<file path="config.mk">
export PLATFORM = sky130hd
export DESIGN_NAME = rns_rev_conv_seq
export DESIGN_NICKNAME = d
export VERILOG_FILES = /design/src/rtl/rns_pkg.sv /design/src/rtl/rns_mod_sub.sv /design/src/rtl/rns_rev_conv_seq.sv
export SDC_FILE = /design/constraint.sdc
export NUM_CORES = 1
export LEC_CHECK = 0
export ABC_AREA = 1
export BUFFER_PORTS_ARGS = -buffer_cell sky130_fd_sc_hd__buf_2
export CORE_MARGIN = 1
export CORE_UTILIZATION = 61
export DETAILED_ROUTE_END_ITERATION = 10
export PLACE_DENSITY_LB_ADDON = 0.3
export SYNTH_ARGS = -nofsm -noshare
export SYNTH_HDL_FRONTEND = slang
export SYNTH_HIERARCHICAL = 1
export SYNTH_SLANG_ARGS = --single-unit
</file>
<file path="constraint.sdc">
create_clock -name clk -period 18.6 [get_ports clk]
set_clock_uncertainty 0.1 [all_clocks]
set_input_delay 1.86 -clock clk [delete_from_list [all_inputs] [get_ports clk]]
set_output_delay 1.86 -clock clk [all_outputs]
set_load 0.02 [all_outputs]
</file>
<file path="src/rtl/rns_pkg.sv">
`default_nettype none
// ============================================================================
//  Module   : rns_pkg
//  Purpose  : Shared types and elaboration-time constants for the RNS
//             {2^N-1, 2^N, 2^N+1, 2^(N+1)-1} to binary reverse converter.
//             Holds the FSM state enum, default width constants and helper
//             functions returning the moduli, M123 and inv(M123 mod m4).
//  Revision : 1.0 - initial release
// ============================================================================
package rns_pkg;

    typedef enum logic [2:0] {
        ST_IDLE = 3'd0,
        ST_CHK  = 3'd1,
        ST_S13  = 3'd2,
        ST_P    = 3'd3,
        ST_S24  = 3'd4,
        ST_OUT  = 3'd5
    } state_t;

    // Widths for the default N = 8 build; the top derives its own from N.
    localparam int N_DEF = 8;
    localparam int XW    = 4 * N_DEF + 1;
    localparam int RW    = N_DEF + 1;

    function automatic int xw_f(input int n);
        return 4 * n + 1;
    endfunction

    function automatic int rw_f(input int n);
        return n + 1;
    endfunction

    function automatic longint m1_f(input int n);
        return (longint'(1) << n) - 1;
    endfunction

    function automatic longint m2_f(input int n);
        return longint'(1) << n;
    endfunction

    function automatic longint m3_f(input int n);
        return (longint'(1) << n) + 1;
    endfunction

    function automatic longint m4_f(input int n);
        return (longint'(1) << (n + 1)) - 1;
    endfunction

    // M123 = 2^N * (2^2N - 1)
    function automatic longint m123_f(input int n);
        return (longint'(1) << n) * ((longint'(1) << (2 * n)) - 1);
    endfunction

    // Extended Euclid; a and m must be coprime (true for even N).
    function automatic longint mod_inv(input longint a, input longint m);
        longint t;
        longint nt;
        longint r;
        longint nr;
        longint q;
        longint tmp;
        t  = 0;
        nt = 1;
        r  = m;
        nr = a;
        while (nr != 0) begin
            q   = r / nr;
            tmp = t - q * nt;
            t   = nt;
            nt  = tmp;
            tmp = r - q * nr;
            r   = nr;
            nr  = tmp;
        end
        if (t < 0) begin
            t = t + m;
        end
        return t;
    endfunction

    function automatic longint inv_f(input int n);
        return mod_inv(m123_f(n) % m4_f(n), m4_f(n));
    endfunction

endpackage
`default_nettype wire

</file>
<file path="src/rtl/rns_mod_sub.sv">
`default_nettype none
// ============================================================================
//  Module   : rns_mod_sub
//  Purpose  : Combinational modular subtractor d = (a - b) mod M.
//             Each operand is first brought into [0, M) by one conditional
//             subtract, so operands must be below 2M; an operand equal to M
//             maps to 0. For M = 2^OW-1 the difference uses an end-around
//             carry adder; otherwise add (M - b) then conditionally subtract M.
//  Ports    : a [AW] minuend, b [BW] subtrahend, d [OW] canonical result.
//  Revision : 1.0 - initial release
// ============================================================================
module rns_mod_sub #(
    parameter int     AW = 8,
    parameter int     BW = 8,
    parameter int     OW = 8,
    parameter longint M  = 255
) (
    input  logic [AW-1:0] a,
    input  logic [BW-1:0] b,
    output logic [OW-1:0] d
);

    localparam int c_IW = ((AW > BW) ? ((AW > OW) ? AW : OW)
                                     : ((BW > OW) ? BW : OW)) + 1;
    localparam logic [c_IW-1:0] c_MI = c_IW'(M);

    logic [c_IW-1:0] w_a_ext;
    logic [c_IW-1:0] w_b_ext;
    logic [OW-1:0]   w_ar;
    logic [OW-1:0]   w_br;

    assign w_a_ext = {{(c_IW-AW){1'b0}}, a};
    assign w_b_ext = {{(c_IW-BW){1'b0}}, b};
    assign w_ar    = (w_a_ext >= c_MI) ? OW'(w_a_ext - c_MI) : OW'(w_a_ext);
    assign w_br    = (w_b_ext >= c_MI) ? OW'(w_b_ext - c_MI) : OW'(w_b_ext);

    if (M == ((longint'(1) << OW) - 1)) begin : g_eac
        // ~b is -b in one's complement; fold the carry back in and map the
        // all-ones negative zero onto 0.
        logic [OW:0]   w_s;
        logic [OW-1:0] w_e;
        assign w_s = {1'b0, w_ar} + {1'b0, ~w_br};
        assign w_e = w_s[OW-1:0] + {{(OW-1){1'b0}}, w_s[OW]};
        assign d   = (&w_e) ? '0 : w_e;
    end else begin : g_gen
        localparam logic [OW:0] c_MO = (OW+1)'(M);
        logic [OW:0] w_s;
        assign w_s = {1'b0, w_ar} + (c_MO - {1'b0, w_br});
        assign d   = (w_s >= c_MO) ? OW'(w_s - c_MO) : w_s[OW-1:0];
    end

endmodule
`default_nettype wire

</file>
<file path="src/rtl/rns_rev_conv_seq.sv">
`default_nettype none
// ============================================================================
//  Module   : rns_rev_conv_seq
//  Purpose  : Multi-cycle RNS-to-binary reverse converter for the moduli set
//             {2^N-1, 2^N, 2^N+1, 2^(N+1)-1}, one tuple at a time.
//             Stages: CHK -> S13 (d1,d3) -> P (X123) -> S24 (k, combine) -> OUT.
//  Ports    : clk, rst (async, active high)
//             in_valid/in_ready, r1[N], r2[N], r3[N+1], r4[N+1]  - input tuple
//             out_valid/out_ready, x[4N+1], err                   - result
//  Config   : RNS_REV_CONV_RANGE_CHK_EN enables the non-canonical residue
//             check in CHK (err=1, x=0); undefined, err is tied 0 and
//             out-of-range residues are reduced by one conditional subtract.
//  Revision : 1.0 - initial release
// ============================================================================
module rns_rev_conv_seq
    import rns_pkg::*;
#(
    parameter int N = 8     // even, 4..16
) (
    input  logic         clk,
    input  logic         rst,
    input  logic         in_valid,
    output logic         in_ready,
    input  logic [N-1:0] r1,
    input  logic [N-1:0] r2,
    input  logic [N:0]   r3,
    input  logic [N:0]   r4,
    output logic         out_valid,
    input  logic         out_ready,
    output logic [4*N:0] x,
    output logic         err
);

    localparam int                c_XW   = xw_f(N);
    localparam int                c_RW   = rw_f(N);
    localparam logic [c_XW-1:0]   c_M123 = c_XW'(m123_f(N));
    localparam logic [c_RW-1:0]   c_M4   = c_RW'(m4_f(N));
    localparam logic [c_RW-1:0]   c_INV  = c_RW'(inv_f(N));

    state_t            r_state;
    state_t            w_state_nxt;
    logic [N-1:0]      r_r1;
    logic [N-1:0]      r_r2;
    logic [N:0]        r_r3;
    logic [N:0]        r_r4;
    logic [N-1:0]      r_d1;
    logic [N:0]        r_d3;
    logic [3*N-1:0]    r_x123;
    logic [c_XW-1:0]   r_x;

    logic [N-1:0]      w_d1;
    logic [N:0]        w_d3;
    logic [N-1:0]      w_t;
    logic [N-1:0]      w_trot;
    logic [2*N-1:0]    w_p1;
    logic [3*N+2:0]    w_x123_pad;
    logic [N+2:0]      w_sum1;
    logic [N+1:0]      w_xm4;
    logic [N:0]        w_diff4;
    logic [2*N+1:0]    w_prod;
    logic [N+1:0]      w_kf;
    logic [N:0]        w_k;
    logic [c_XW-1:0]   w_x_nxt;

    // ---------------- S13: first-level differences -------------------------
    rns_mod_sub #(.AW(N), .BW(N), .OW(N), .M(m1_f(N))) u_sub_d1 (
        .a(r_r1), .b(r_r2), .d(w_d1)
    );

    rns_mod_sub #(.AW(N), .BW(N+1), .OW(N+1), .M(m3_f(N))) u_sub_d3 (
        .a(r_r2), .b(r_r3), .d(w_d3)
    );

    // ---------------- P: X123 = r2 + 2^N * p1 ------------------------------
    // p1 = d3 + m3*t with t = (d1 - d3) * inv(m3) mod m1. Since m3 = 2 mod m1,
    // inv(m3) = 2^(N-1), which is a rotate-right by one in mod 2^N-1.
    rns_mod_sub #(.AW(N), .BW(N+1), .OW(N), .M(m1_f(N))) u_sub_t (
        .a(r_d1), .b(r_d3), .d(w_t)
    );

    assign w_trot = {w_t[0], w_t[N-1:1]};
    assign w_p1   = {w_trot, {N{1'b0}}} + {{N{1'b0}}, w_trot}
                  + {{(N-1){1'b0}}, r_d3};

    // ---------------- S24: k and combine ----------------------------------
    // X123 mod (2^(N+1)-1): fold (N+1)-bit chunks twice; result < 2*m4, so
    // the subtractor's single conditional subtract finishes the reduction.
    assign w_x123_pad = {3'b000, r_x123};
    assign w_sum1 = {2'b00, w_x123_pad[N:0]}
                  + {2'b00, w_x123_pad[2*N+1:N+1]}
                  + {2'b00, w_x123_pad[3*N+2:2*N+2]};
    assign w_xm4  = {1'b0, w_sum1[N:0]} + {{(N-1){1'b0}}, w_sum1[N+2:N+1]};

    rns_mod_sub #(.AW(N+1), .BW(N+2), .OW(N+1), .M(m4_f(N))) u_sub_k (
        .a(r_r4), .b(w_xm4), .d(w_diff4)
    );

    // Full-width product, then one fold plus conditional subtract mod m4.
    assign w_prod = (2*N+2)'(w_diff4) * (2*N+2)'(c_INV);
    assign w_kf   = {1'b0, w_prod[N:0]} + {1'b0, w_prod[2*N+1:N+1]};
    assign w_k    = (w_kf >= {1'b0, c_M4}) ? c_RW'(w_kf - {1'b0, c_M4})
                                           : w_kf[N:0];

    assign w_x_nxt = c_XW'(r_x123) + c_M123 * c_XW'(w_k);

`ifdef RNS_REV_CONV_RANGE_CHK_EN
    localparam logic [N-1:0]    c_M1 = N'(m1_f(N));
    localparam logic [c_RW-1:0] c_M3 = c_RW'(m3_f(N));
    logic r_err;
    logic w_bad;
    assign w_bad = (r_r1 >= c_M1) || (r_r3 >= c_M3) || (r_r4 >= c_M4);
    assign err   = r_err;
`else
    assign err   = 1'b0;
`endif

    // ---------------- FSM -------------------------------------------------
    always_ff @(posedge clk or posedge rst) begin
        if (rst) begin
            r_state <= ST_IDLE;
        end else begin
            r_state <= w_state_nxt;
        end
    end

    always_comb begin
        w_state_nxt = r_state;
        in_ready    = 1'b0;
        out_valid   = 1'b0;
        case (r_state)
            ST_IDLE: begin
                in_ready = 1'b1;
                if (in_valid) begin
                    w_state_nxt = ST_CHK;
                end
            end
            ST_CHK:  w_state_nxt = ST_S13;
`ifdef RNS_REV_CONV_RANGE_CHK_EN
            // The verdict registered in CHK diverts a bad tuple to OUT here.
            ST_S13:  w_state_nxt = r_err ? ST_OUT : ST_P;
`else
            ST_S13:  w_state_nxt = ST_P;
`endif
            ST_P:    w_state_nxt = ST_S24;
            ST_S24:  w_state_nxt = ST_OUT;
            ST_OUT: begin
                out_valid = 1'b1;
                if (out_ready) begin
                    w_state_nxt = ST_IDLE;
                end
            end
            default: w_state_nxt = ST_IDLE;
        endcase
    end

    // ---------------- Datapath registers ---------------------------------
    always_ff @(posedge clk or posedge rst) begin
        if (rst) begin
            r_r1   <= '0;
            r_r2   <= '0;
            r_r3   <= '0;
            r_r4   <= '0;
            r_d1   <= '0;
            r_d3   <= '0;
            r_x123 <= '0;
            r_x    <= '0;
`ifdef RNS_REV_CONV_RANGE_CHK_EN
            r_err  <= 1'b0;
`endif
        end else begin
            case (r_state)
                ST_IDLE: begin
                    if (in_valid) begin
                        r_r1 <= r1;
                        r_r2 <= r2;
                        r_r3 <= r3;
                        r_r4 <= r4;
                    end
                end
                ST_CHK: begin
                    r_x <= '0;
`ifdef RNS_REV_CONV_RANGE_CHK_EN
                    r_err <= w_bad;
`endif
                end
                ST_S13: begin
                    r_d1 <= w_d1;
                    r_d3 <= w_d3;
                end
                ST_P: begin
                    r_x123 <= {w_p1, r_r2};
                end
                ST_S24: begin
                    r_x <= w_x_nxt;
`ifdef RNS_REV_CONV_RANGE_CHK_EN
                    r_err <= 1'b0;
`endif
                end
                default: begin
                end
            endcase
        end
    end

    assign x = r_x;

endmodule
`default_nettype wire

</file>
-- After elaboration in Yosys (flattened, before gate mapping)
Index checks and enable logic that the tools add are counted.
- equality and inequality tests: 7
- multiplexer cells: 19
- multipliers: 2
- reduce and logical (&&, ||, !) cells: 7
- $add $sub $neg: 25
- bitwise gates (word level): 3
- order comparisons: 10
- operators with widths (operator ; count):
    one-hot mux 33 bit (2 select lines) ; 1
    two-way mux 9 bit ; 7
    two-way mux 8 bit ; 6
    subtractor 9 bit (second input constant) ; 5
    adder 24 x 33 -> 33 bit ; 1
    subtractor 8 bit (second input constant) ; 4
    adder 9 x 9 -> 10 bit ; 3
    greater-or-equal comparator 10 x 9 -> 1 bit (second input constant) ; 3
    multiplier 16 x 9 -> 25 bit (first input constant) ; 1
    greater-or-equal comparator 8 bit (second input constant) ; 3
    adder 8 x 8 -> 9 bit ; 2
    greater-or-equal comparator 9 bit (second input constant) ; 2
    one-hot mux 3 bit (6 select lines) ; 1
    multiplier 9 x 8 -> 17 bit (second input constant) ; 1
    adder 16 x 8 -> 16 bit ; 1
    adder 16 x 9 -> 16 bit ; 1
    adder 8 x 1 -> 8 bit ; 2
    NOT 8 bit ; 2
    AND reduction 8 bit ; 2
    adder 10 x 6 -> 11 bit ; 1
    adder 9 x 10 -> 10 bit ; 1
    adder 9 x 2 -> 10 bit ; 1
    subtractor 9 x 9 -> 10 bit (first input constant) ; 1
    adder 9 x 1 -> 9 bit ; 1
    other kinds (14) ; 20
- flip-flop bits (word level): 111
- output and inout bits: 36
- word-level logic and storage cells: 82

-- Longest topological paths before layout
- depth after elaboration: 17
- gate-level depth with buffers: 102

-- Modules after synthesis
The synthesis kept the hierarchy.
- by module, submodules not included (module ; cells an instance ; area each (µm²) ; instances):
    rns_rev_conv_seq ; 1279 ; 10455.0 ; 1
    rns_mod_sub at u_sub_k ; 214 ; 1146.1 ; 1
    rns_mod_sub at u_sub_d3 ; 175 ; 1109.8 ; 1
    rns_mod_sub at u_sub_t ; 181 ; 987.2 ; 1
    rns_mod_sub at u_sub_d1 ; 165 ; 902.1 ; 1

-- Worst setup path before layout
Ideal clock, no wire load.
- path type: reg2reg
- start: register r_x123[1]
- end: register r_x[31], in the netlist x[31]
- slack: 2.762 ns
- buffers on the path: 1
- cell stages (with the launch flop): 94
- setup time: 0.117 ns
- data required time: 18.383 ns
- arrival time: 15.620 ns
- path through: dfrtp_1 fa_1 ha_1 fa_1 nand3_1 nand3_1 a21oi_1 o21bai_1 a21o_1 a21oi_1 xor2_1 ha_1 inv_1 fa_1 nor4_1 xnor2_1 nand4_1 or2_1 [... 58 more ...] nand2_2 inv_1 nand2_1 nand2_1 inv_1 nand3_2 xor2_1 ha_1 nand2_1 nor2_1 nor3b_1 nand2_1 nand2_1 nand3_2 a21oi_2 nand3b_1 nand3_1 nand2_1
- word-level cells in the longest chain between the ends: 17
- elaborated cells on any way between the ends: 19
- ends and longest elaborated chain (item ; RTL line ; RTL):
    from (decl) ; rns_rev_conv_seq.sv:48 ; logic [3*N-1:0] r_x123;
    from (signal assigned) ; rns_rev_conv_seq.sv:191 ; r_x123 <= {w_p1, r_r2};
    adder 9 x 9 -> 10 bit * ; rns_rev_conv_seq.sv:90 ; + {2'b00, w_x123_pad[2*N+1:N+1]}
    adder 10 x 6 -> 11 bit * ; rns_rev_conv_seq.sv:91 ; + {2'b00, w_x123_pad[3*N+2:2*N+2]};
    adder 9 x 2 -> 10 bit * ; rns_rev_conv_seq.sv:92 ; assign w_xm4 = {1'b0, w_sum1[N:0]} + {{(N-1){1'b0}}, w_sum1[N+2:N+1]};
    via w_xm4[6] ; rns_rev_conv_seq.sv:58 ; logic [N+1:0] w_xm4;
    subtractor 9 bit or greater-or-equal comparator 10 x 9 -> 1 bit (tied branches) ; rns_mod_sub.sv:35 ; assign w_br = (w_b_ext >= c_MI) ? OW'(w_b_ext - c_MI) : OW'(w_b_ext);
    two-way mux 9 bit * ; rns_mod_sub.sv:35 ;
    NOT 9 bit * ; rns_mod_sub.sv:42 ; assign w_s = {1'b0, w_ar} + {1'b0, ~w_br};
    adder 9 x 9 -> 10 bit * ; rns_mod_sub.sv:42 ;
    [... 3 more ...] ; - ;
    via w_diff4[1] ; rns_rev_conv_seq.sv:59 ; logic [N:0] w_diff4;
    multiplier 9 x 8 -> 17 bit * ; rns_rev_conv_seq.sv:99 ; assign w_prod = (2*N+2)'(w_diff4) * (2*N+2)'(c_INV);
    adder 9 x 9 -> 10 bit * ; rns_rev_conv_seq.sv:100 ; assign w_kf = {1'b0, w_prod[N:0]} + {1'b0, w_prod[2*N+1:N+1]};
    subtractor 9 bit or greater-or-equal comparator 10 x 9 -> 1 bit (tied branches) ; rns_rev_conv_seq.sv:101 ; assign w_k = (w_kf >= {1'b0, c_M4}) ? c_RW'(w_kf - {1'b0, c_M4})
    two-way mux 9 bit * ; rns_rev_conv_seq.sv:101 ;
    multiplier 16 x 9 -> 25 bit * ; rns_rev_conv_seq.sv:104 ; assign w_x_nxt = c_XW'(r_x123) + c_M123 * c_XW'(w_k);
    adder 24 x 33 -> 33 bit * ; rns_rev_conv_seq.sv:104 ;
    one-hot mux 33 bit (2 select lines) * ; rns_rev_conv_seq.sv:171 ; case (r_state)
    to (signal assigned) ; rns_rev_conv_seq.sv:194 ; r_x <= w_x_nxt;
    to (decl) ; rns_rev_conv_seq.sv:49 ; logic [c_XW-1:0] r_x;
Mark *: on every way through the listed nets, which the timed path passes. The rest lies on a longest branch.
A chain may end at the register's enable or synchronous reset.

-- Final worst setup path
- start: register r_x123[1]
- end: register r_x[25], in the netlist x[25]
Same word-level chain as after synthesis.

==> results.py <==
metrics = {
    "route": {
        "wl_per_cell_um": 14.1,
        "antenna_left": 0,
        "drtIter0Drc": 749,
        "first_pass_iters": 6,
        "vias_per_cell": 5.49,
        "drt-total-wl_um": 33800,
        "drc_errors": 0,
        "vias": 13185,
    },
    "floorplan": {
        "core_area_um2": 23500,
        "start_util_pct": 62.2,
        "pin_count": 74,
        "rows": 56,
        "die_x_um": 157,
        "die_h_um": 157,
        "die_area_um2": 24600,
    },
    "global_routing": {
        "antenna_found_initial": 0,
        "grt_max_degree": 68,
        "track_usage_pct": 29.0,
        "grt.overflow.total": 0,
        "grt_pass1_wl_um": 57800,
        "grt_pass1_vias": 12936,
    },
    "yosys": {
        "netlist_top_cells_count": "nand2_1 (503), inv_1 (343), ha_1 (192)",
        "synth_ff_type": "dfrtp_1",
        "synth_top_area_share_pct": 19.0,
        "syn_inst": 2014,
        "syn_area_per_cell_um2": 7.25,
        "syn-cell-area_um2": 14600,
        "synth-seq-area-share_pct": 19.0,
        "synthTopCellsByArea": "dfrtp_1 (19%), ha_1 (16%), nand2_1 (13%)",
        "yosysWarnings": 6,
        "synthArstFlopShare_pct": 100,
        "synth-seq-cells": 111,
        "synth_top_area_cell": "dfrtp_1",
        "syn-num-nets": 2300,
        "synth_edf_count": 0,
        "synth.most_common_cell": "nand2_1",
        "synth_cell_type_count": 64,
    },
    "sta": {
        "slew_violations": 0,
        "hold_viol": 0,
        "fmax_ghz": 0.0575,
        "worstMarginPinSlew_ps": 1160,
        "fin_crit_sh_pct": 93.4,
        "finalCriticalPeriod_ps": 17380,
        "finalSetupViolations": 0,
        "hold_ws_ps": 380,
        "slew_headroom_pct": 22.6,
    },
    "clock_tree": {
        "cts-root-buf": "clkbuf_16",
        "cts_inserted_buffers": 9,
        "clock_latency_ps": 360,
        "htreeDepth": 3,
        "clock_path_buffers": 2,
        "clk_pin_slew_ps": 80,
        "cts_tree": "yes",
        "clock-sinks": 111,
    },
    "critical_path": {
        "cpMostUsedCell": "nand2_1",
        "cp-start-kind": "flop",
        "arrival_ps": 17520,
        "critPathMaxStageDelay_ps": 600,
        "crit_type": "reg -> reg",
        "startpoint": "r_x123[1]$_DFFE_PP0N_",
        "cp-end-kind": "flop",
        "cp.required_ps": 18750,
        "cpMaxStageDelayCell": "fa_1",
        "r2r_cells": 85,
        "path_max_fanout": 13,
        "r2r-start": "r_x123[1]$_DFFE_PP0N_",
    },
    "cells_and_area": {
        "area_growth_pct": 7.12,
        "nNetsFinal": 2365,
        "multi_input_area_um2": 10500,
        "fillers": 2057,
        "final_util_pct": 66.6,
        "n_antenna_cell": 0,
        "fin_area_um2": 15600,
        "seqCellArea_um2": 2780,
        "drive_gt1_share_pct": 12.7,
    },
    "outcome": {
        "run_status": "finished, final reports clean",
    },
    "min_path": {
        "min_path_cells": 2,
        "hold_class": "reg -> reg",
        "min_from": "x[31]$_DFFE_PP0P_",
    },
    "placement": {
        "portBuffers": 72,
        "dp_hpwl_um": 28100,
        "dpl-instance-area_um2": 15300,
        "routabilityCongestion": 0.912,
    },
    "job": {
        "maxCapViolations": 0,
    },
}
-- sequential cells by signal, summed over array words and instances, names as in the netlist --
signal and cells:
r_d1 8, r_state 3, r_d3 9, r_r3 9, r_r2 8, x 33
r_r4 9, r_x123 24, r_r1 8
-- routing by layer --
| metal | global-route usage (%) | vias to the layer above | wire length, um |
|---|---|---|---|
| met3 | 2.80 | 85 | 1130 |
| met2 | 52.9 | 281 | 16900 |
| met4 | 10.7 | 0 | 1150 |
| met5 | 0 | - | 0 |
| met1 | 35.0 | 6200 | 14700 |
| li1 | - | 6619 | - |
-- logic make-up (layout without fill, tap and decap cells) --
kind of cell / count (synthesis) / count (layout) / synth area share, %
other: 1 / 1 / 0.0257
AO/OA/AOI/OAI: 239 / 239 / 9.67
AND/OR/NAND/NOR: 899 / 899 / 27.8
adder cells (fa/ha/maj): 248 / 248 / 24.1
buffers and inverters: 377 / 447 / 9.86
XOR/XNOR: 93 / 93 / 5.94
flip-flops: 111 / 111 / 19.0
multiplexers: 46 / 46 / 3.52
-- through the flow --
step           worst slack (ps)  TNS [ps]  cells
6_report                   1220         0   2403
5_1_grt                   -72.6      -214   2403
4_1_cts                     973         0   2403
3_5_place_dp               1050         0   2387
3_3_place_gp               1730         0   2387
2_1_floorplan              2760         0   2014
-- worst paths after layout --
path,to,slack [ps]
max in group asynchronous,r_d1[1]$_DFFE_PP0P_,15710
max,x[25]$_DFFE_PP0P_,1220
min,x[31]$_DFFE_PP0P_,380
min in group asynchronous,r_r4[5]$_DFFE_PP0P_,1450
max reg2reg,x[25]$_DFFE_PP0P_,1220
min reg2reg,x[31]$_DFFE_PP0P_,380
-- critical path, delay by kind of cell (launching register included) --
| family | cells | cell delay [ps] |
|---|---|---|
| adders and majority gates | 21 | 8060 |
| and+or+nand+nor | 35 | 4640 |
| AOI/OAI and AO/OA | 13 | 1990 |
| xor gates and xnor gates | 6 | 1270 |
| buffers and inverters | 10 | 750 |
| DFF | 1 | 420 |
-- final cells by class --
| class | count | share of cell area, % |
|---|---|---|
| Multi-Input combinational cell | 1526 | 66.8 |
| Sequential cell | 111 | 17.8 |
| Inverter | 357 | 8.59 |
| Tap cell | 319 | 2.55 |
| Timing Repair Buffer | 74 | 2.40 |
| Clock buffer | 10 | 1.46 |
| Clock inverter | 6 | 0.400 |
-- timing repair --
item / in CTS / in global routing
resized for setup: 0 / 21
setup endpoints to repair: 0 / 14
setup buffers: 0 / 0
hold buffers: 0 / 0
hold endpoints to repair: 0 / 0
-- cell usage in the layout (no fill, tap or decap), types with 11 or more instances in the layout --
cell and n:
nor3_1 17, nor2_2 13, a21oi_1 102, inv_2 16, nand3_2 19, nand3b_1 11, o21ai_0 60, inv_1 339
dfrtp_1 111, fa_1 55, mux2_2 43, nand2_1 503, xnor2_1 27, xor2_1 60, nand3_1 113, buf_2 72
ha_1 190, nand4_1 35, nor2_1 124, nand2_2 34
Power is left out: the tool's default activity adds up to more than one toggle a clock period on the data nets, which glitch-free logic cannot reach.
